==> config.mk <==
export PLATFORM = sky130hd
export DESIGN_NAME = aes_block_uart_tx
export DESIGN_NICKNAME = d
export VERILOG_FILES = /design/src/rtl/aes_block_uart_tx.sv
export SDC_FILE = /design/constraint.sdc
export NUM_CORES = 1
export LEC_CHECK = 0
export BUFFER_PORTS_ARGS = -buffer_cell sky130_fd_sc_hd__buf_4
export CAP_MARGIN = 10
export CELL_PAD_IN_SITES_DETAIL_PLACEMENT = 1
export CELL_PAD_IN_SITES_GLOBAL_PLACEMENT = 2
export CORE_MARGIN = 5
export CORE_UTILIZATION = 42
export DETAILED_ROUTE_END_ITERATION = 10
export HOLD_SLACK_MARGIN = 0.15
export PLACE_DENSITY = 0.82
export SYNTH_ARGS = -nofsm -noshare
export SYNTH_HDL_FRONTEND = slang
export SYNTH_SLANG_ARGS = --single-unit
==> constraint.sdc <==
create_clock -name clk -period 4.05 [get_ports clk]
set_input_delay 0.2025 -clock clk [delete_from_list [all_inputs] [get_ports clk]]
set_output_delay 0.2025 -clock clk [all_outputs]
set_load 0.01 [all_outputs]
==> src/rtl/aes_block_uart_tx.sv <==
// aes_block_uart_tx: queues whole cipher blocks and sends them byte by byte on an
// 8N1 UART transmitter.
//
// Ports:
//   clk         system clock, all logic on the rising edge
//   reset       synchronous, active-high reset
//   in_valid    block offered
//   in_ready    block FIFO not full (from registered state only)
//   in_block    cipher block, captured when in_valid & in_ready
//   tx          UART serial output, idle high, registered
//   busy        serialiser holds a block (LOAD through final STOP)
//   block_done  one-cycle pulse after the last frame of a block
//   fifo_level  number of blocks waiting in the FIFO
//
// Optional feature: define AES_TX_CHKSUM_EN to append one extra frame per block
// carrying the XOR of all block bytes.
module aes_block_uart_tx #(
    parameter int unsigned  CLK_FREQ   = 50_000_000,
    parameter int unsigned  BAUD_RATE  = 115200,
    parameter int unsigned  BLOCK_BITS = 128,
    parameter int unsigned  FIFO_DEPTH = 4,
    parameter bit           MSB_FIRST  = 1'b1,
    localparam int unsigned LVL_W      = $clog2(FIFO_DEPTH + 1)
) (
    input  logic                  clk,
    input  logic                  reset,
    input  logic                  in_valid,
    output logic                  in_ready,
    input  logic [BLOCK_BITS-1:0] in_block,
    output logic                  tx,
    output logic                  busy,
    output logic                  block_done,
    output logic [LVL_W-1:0]      fifo_level
);

    localparam int unsigned CLKS_PER_BIT = CLK_FREQ / BAUD_RATE;
    localparam int unsigned NBYTES       = BLOCK_BITS / 8;
`ifdef AES_TX_CHKSUM_EN
    localparam int unsigned NFRAMES      = NBYTES + 1;
`else
    localparam int unsigned NFRAMES      = NBYTES;
`endif
    localparam int unsigned CNT_W = (CLKS_PER_BIT > 1) ? $clog2(CLKS_PER_BIT) : 1;
    localparam int unsigned PTR_W = (FIFO_DEPTH > 1) ? $clog2(FIFO_DEPTH) : 1;
    localparam int unsigned IDX_W = $clog2(NFRAMES + 1);

    if (BLOCK_BITS == 0 || BLOCK_BITS % 8 != 0) begin : g_bad_block_bits
        $error("BLOCK_BITS must be a positive multiple of 8");
    end
    if (FIFO_DEPTH < 1) begin : g_bad_depth
        $error("FIFO_DEPTH must be at least 1");
    end
    if (CLKS_PER_BIT < 1) begin : g_bad_baud
        $error("BAUD_RATE must not exceed CLK_FREQ");
    end

    typedef enum logic [2:0] {StIdle, StLoad, StStart, StData, StStop} state_e;

    // ---------------- block FIFO ----------------
    logic [BLOCK_BITS-1:0] mem_q [FIFO_DEPTH];
    logic [PTR_W-1:0]      wr_ptr_q, rd_ptr_q;
    logic [LVL_W-1:0]      level_q;
    logic                  push, pop;
    state_e                state_q, state_d;

    // Explicit wrap so non-power-of-2 depths work.
    function automatic logic [PTR_W-1:0] ptr_inc(input logic [PTR_W-1:0] p);
        return (p == PTR_W'(FIFO_DEPTH - 1)) ? '0 : p + 1'b1;
    endfunction

    assign in_ready   = (level_q != LVL_W'(FIFO_DEPTH));
    assign push       = in_valid & in_ready;
    assign pop        = (state_q == StIdle) && (level_q != '0);
    assign fifo_level = level_q;

    always_ff @(posedge clk) begin
        if (push) mem_q[wr_ptr_q] <= in_block;
    end

    always_ff @(posedge clk) begin
        if (reset) begin
            wr_ptr_q <= '0;
            rd_ptr_q <= '0;
            level_q  <= '0;
        end else begin
            if (push) wr_ptr_q <= ptr_inc(wr_ptr_q);
            if (pop)  rd_ptr_q <= ptr_inc(rd_ptr_q);
            if (push && !pop)      level_q <= level_q + 1'b1;
            else if (!push && pop) level_q <= level_q - 1'b1;
        end
    end

    // ---------------- serialiser ----------------
    logic [CNT_W-1:0]      baud_q, baud_d;
    logic [2:0]            bit_q, bit_d;
    logic [IDX_W-1:0]      idx_q, idx_d;
    logic [BLOCK_BITS-1:0] shift_q, shift_d, shifted;
    logic [7:0]            cur_q, cur_d, sel;
    logic                  tx_q, tx_d;
    logic                  done_q, done_d;
    logic                  baud_last;
`ifdef AES_TX_CHKSUM_EN
    logic [7:0]            chk_q, chk_d;
`endif

    // The shift register always presents the next byte to send at the same end.
    assign sel       = MSB_FIRST ? shift_q[BLOCK_BITS-1 -: 8] : shift_q[7:0];
    assign shifted   = MSB_FIRST ? (shift_q << 8) : (shift_q >> 8);
    assign baud_last = (baud_q == CNT_W'(CLKS_PER_BIT - 1));

    always_comb begin
        state_d = state_q;
        baud_d  = baud_q;
        bit_d   = bit_q;
        idx_d   = idx_q;
        shift_d = shift_q;
        cur_d   = cur_q;
        done_d  = 1'b0;
`ifdef AES_TX_CHKSUM_EN
        chk_d   = chk_q;
`endif
        case (state_q)
            StIdle: begin
                if (pop) begin
                    shift_d = mem_q[rd_ptr_q];
                    state_d = StLoad;
                end
            end
            StLoad: begin
                idx_d   = '0;
                baud_d  = '0;
                cur_d   = sel;
                shift_d = shifted;
`ifdef AES_TX_CHKSUM_EN
                chk_d   = sel;
`endif
                state_d = StStart;
            end
            StStart: begin
                if (baud_last) begin
                    baud_d  = '0;
                    bit_d   = '0;
                    state_d = StData;
                end else begin
                    baud_d = baud_q + 1'b1;
                end
            end
            StData: begin
                if (baud_last) begin
                    baud_d = '0;
                    if (bit_q == 3'd7) state_d = StStop;
                    else               bit_d   = bit_q + 3'd1;
                end else begin
                    baud_d = baud_q + 1'b1;
                end
            end
            StStop: begin
                if (baud_last) begin
                    baud_d = '0;
                    if (idx_q < IDX_W'(NBYTES - 1)) begin
                        idx_d   = idx_q + 1'b1;
                        cur_d   = sel;
                        shift_d = shifted;
`ifdef AES_TX_CHKSUM_EN
                        chk_d   = chk_q ^ sel;
`endif
                        state_d = StStart;
`ifdef AES_TX_CHKSUM_EN
                    end else if (idx_q == IDX_W'(NBYTES - 1)) begin
                        // All data bytes are folded into chk_q by now.
                        idx_d   = idx_q + 1'b1;
                        cur_d   = chk_q;
                        state_d = StStart;
`endif
                    end else begin
                        done_d  = 1'b1;
                        state_d = StIdle;
                    end
                end else begin
                    baud_d = baud_q + 1'b1;
                end
            end
            default: state_d = StIdle;
        endcase

        // tx is registered from the next state so it changes on the same edge as the FSM.
        tx_d = 1'b1;
        case (state_d)
            StStart: tx_d = 1'b0;
            StData:  tx_d = cur_d[bit_d];
            default: tx_d = 1'b1;
        endcase
    end

    always_ff @(posedge clk) begin
        if (reset) begin
            state_q <= StIdle;
            baud_q  <= '0;
            bit_q   <= '0;
            idx_q   <= '0;
            shift_q <= '0;
            cur_q   <= '0;
            tx_q    <= 1'b1;
            done_q  <= 1'b0;
`ifdef AES_TX_CHKSUM_EN
            chk_q   <= '0;
`endif
        end else begin
            state_q <= state_d;
            baud_q  <= baud_d;
            bit_q   <= bit_d;
            idx_q   <= idx_d;
            shift_q <= shift_d;
            cur_q   <= cur_d;
            tx_q    <= tx_d;
            done_q  <= done_d;
`ifdef AES_TX_CHKSUM_EN
            chk_q   <= chk_d;
`endif
        end
    end

    assign tx         = tx_q;
    assign busy       = (state_q != StIdle);
    assign block_done = done_q;

endmodule

==> run metrics <==
total clock buffers created by CTS=72; GRT Resource Usage Total=17.53%; Worst Skew=0.01577 ns; Relative slew margins=34.20%; remaining number of nets flagged by the antenna check after routing=0; DIE AREA=68,010 µm²; maximum vdd drop=0.3814 mV; hold depth=2; R2R depth=8; setup repair after global routing missed its margin=no; distinct cell type count after synthesis=53; internal power summed over all cells=15,570 µW; number of sinks handled by clock tree synthesis=679; static leakage=0.01143 µW; vias in the first global route=15,190; mean area per synthesized cell=17.98 µm²; critical path capture point type=flip-flop; fill cell total of the finished layout=5,733; global placement routability congestion=0.7211; Syn Nets=1,611; proportion of layout cells with a drive suffix above 1=28.31%; FFs w/ async S/R, synth=0%; Reg2Reg Capture Point=shift_q[52]; aggregate routed wire length=59.31 mm; standard cell core area=62,740 µm²; net switching share of the total power=30.23%; Total Power Consumption=22,320 µW; wire length of the first global-routing pass=91.61 mm; sequential-to-total area share from yosys stat=70.86%; data required time of the critical path=4.55 ns; count of pins on the block boundary=138; final routed wire length divided by cell count=22.32 µm; Clock transition at path regs=0.06 ns; highest achievable clock rate=0.3529 GHz; warnings from Yosys=0; total negative slack for setup checks=0 ns; critical path class=reg -> reg; cell area after technology mapping=26,420 µm²; clock buffer depth=3; leftover overflow at the end of global routing=0; count of endpoints failing setup in the final report=0; source of the worst hold timing path=reset; final std cells w/o fill=2,657; Multi-input gate area=7163 µm²; actual transition at the worst max-transition pin=0.9870 ns; type of element launching the critical path=flip-flop; slack of the worst reg-to-reg path=1.22 ns; height of the chip=260.8 µm; Cell Pwr Density=691.5 nW/µm²; post-route clock period utilization=69.97%; clock root buffer=sky130_fd_sc_hd__clkbuf_16; count of pins over their slew limit=0; most common cell after layout, fill and taps aside=sky130_fd_sc_hd__edfxtp_1; placed wire-length estimate=36.01 mm; H-tree levels=3; synth-to-layout area growth=22.18%; design area=32,270 µm²; clock tree from TritonCTS=built; number of flops mapped to enable cells by yosys=512; Top FF cell, synth=sky130_fd_sc_hd__edfxtp_1; pin count of the biggest net entering global routing=87; top fanout value on the critical path=76; commonest cells after routing, fill and taps aside=sky130_fd_sc_hd__edfxtp_1, sky130_fd_sc_hd__dfxtp_1, sky130_fd_sc_hd__nor2_1; standard cell area after detailed placement=28,500 µm²; number of DRC markers after the initial detailed-route iteration=790; I/O Buffers=137; Chip Width=260.8 µm; initial standard-cell utilization of the core=42.11%; total via count in the routed design=13,870; instance count of the mapped netlist=1,469; Sequential cell area=18,730 µm²; Worst Hold Class=in -> reg; DP Cell Count=2,390; Reg-to-Reg Start=baud_q[0]; DR DRC count=0; Worst Hold Path EP=shift_q[58]; endpoints failing hold=0; site row count=92; detailed-route vias per instance=5.221; status=finished, final reports clean; Clk Latency, worst-skew pair=0.60 ns; flip-flop and latch count after synthesis=679; share of power burned in combinational logic=28.5%; number of iterations in the first detailed-routing pass=5; clock group share of total power=30.3%; number of antenna violations at the first check in global routing=11; Reg power frac=41.1%; Net count, final=1,889; data arrival at the endpoint of the critical path=3.33 ns; postcts setup bufs=0; net load switching power=6748 µW; number of maximum-capacitance violations=0; Final min period=2.834 ns
-- repair_timing --
| item | 4_1_cts | 5_1_grt |
|---|---|---|
| hold buffers | 129 | 0 |
| hold endpoints to repair | 514 | 0 |
| resized for setup | 0 | 0 |
-- power by group through the flow --
stage | Sequential (µW) | Clock (µW) | Combinational (µW)
after global routing | 9290 | 7260 | 6950
after CTS | 9210 | 6930 | 6510
after floorplan | 8940 | 0 | 5110
after global placement | 9290 | 0 | 6160
final | 9180 | 6770 | 6370
after detailed placement | 9330 | 0 | 6360
-- how the worst max path moves through the flow --
stage                       start          end  slack [ns]  cells after the start
detailed placement      baud_q[0]  shift_q[49]        1.29                      8
global placement        baud_q[0]  shift_q[43]        1.43                      8
global route            baud_q[0]  shift_q[52]        1.04                      8
finish                  baud_q[0]  shift_q[52]        1.22                      8
floorplan           fifo_level[0]  mem_q[0][0]        1.26                      3
CTS                     baud_q[0]  shift_q[52]        1.22                      8
-- cell usage after synthesis, drive strengths merged, types with 5 or more instances --
library cell,n,share of area [%]
a211oi,121,5.2
a21oi,24,0.47
and3,9,0.21
buf,57,1.5
clkbuf,38,0.54
dfxtp,167,13
edfxtp,512,58
ha,10,0.47
inv,9,0.13
mux2i,132,5.0
mux4,128,11
nand2,15,0.21
nand2b,6,0.14
nand3,15,0.28
nor2,165,2.4
nor3b,5,0.14
o21ai,11,0.21
-- sequential cells by signal, indices dropped and copies added (netlist names), named ones only --
signal	count
block_done	1
cur_q	8
rd_ptr_q	2
mem_q	512
tx	1
bit_q	3
fifo_level	3
idx_q	5
shift_q	128
state_q	3
wr_ptr_q	2
baud_q	9
-- stage by stage --
step,hold slack (ns),utilization [%],worst slack [ns]
final,0.1982,51.45,1.216
after global routing,0.2395,51.43,1.040
after CTS,0.1917,51.42,1.218
after detailed placement,0.4058,45.43,1.294
after global placement,0.4002,45.43,1.426
after floorplan,0.3014,-,1.257
-- metal layers --
| metal | global-route usage [%] | vias to the layer above | wire length [µm] |
|---|---|---|---|
| met5 | 0 | - | 74 |
| met4 | 4.682 | 12 | 921 |
| met3 | 3.125 | 78 | 2357 |
| met2 | 30.12 | 240 | 30400 |
| met1 | 23.18 | 7165 | 25560 |
| li1 | - | 6376 | - |
-- kinds of logic (layout without fill, tap and decap cells) --
kind of cell / count (synthesis) / after routing / synth area share [%]
adders and majority gates: 11 / 11 / 0.5494
DFF: 679 / 679 / 70.86
xor gates and xnor gates: 3 / 3 / 0.09948
other: 0 / 6 / 0
buffers and inverters: 104 / 440 / 2.131
muxes: 260 / 260 / 15.91
AOI/OAI and AO/OA: 176 / 176 / 6.489
and+or+nand+nor: 236 / 236 / 3.960
-- final cells by class --
cell class                      instances  share of cell area [%]
Timing Repair Buffer                  299                   8.711
Tap cell                              846                   3.280
Clock inverter                         26                  0.9692
Sequential cell                       679                   58.02
Inverter                                9                  0.1047
Clock buffer                          106                   6.676
Multi-Input combinational cell        686                   22.19
Antenna cell                            6                 0.04652
-- worst max-delay path, stage by stage, from the launching register on --
cell and delay (ns):
sky130_fd_sc_hd__dfxtp_1 0.39, sky130_fd_sc_hd__ha_1 0.17, sky130_fd_sc_hd__and4_1 0.35, sky130_fd_sc_hd__nand4b_1 0.18, sky130_fd_sc_hd__o21a_1 0.18, sky130_fd_sc_hd__nor2_4 0.64, sky130_fd_sc_hd__buf_12 0.38, sky130_fd_sc_hd__nor2_1 0.11
sky130_fd_sc_hd__a211oi_2 0.24
Note: power is estimated with default switching activity, not from simulation.
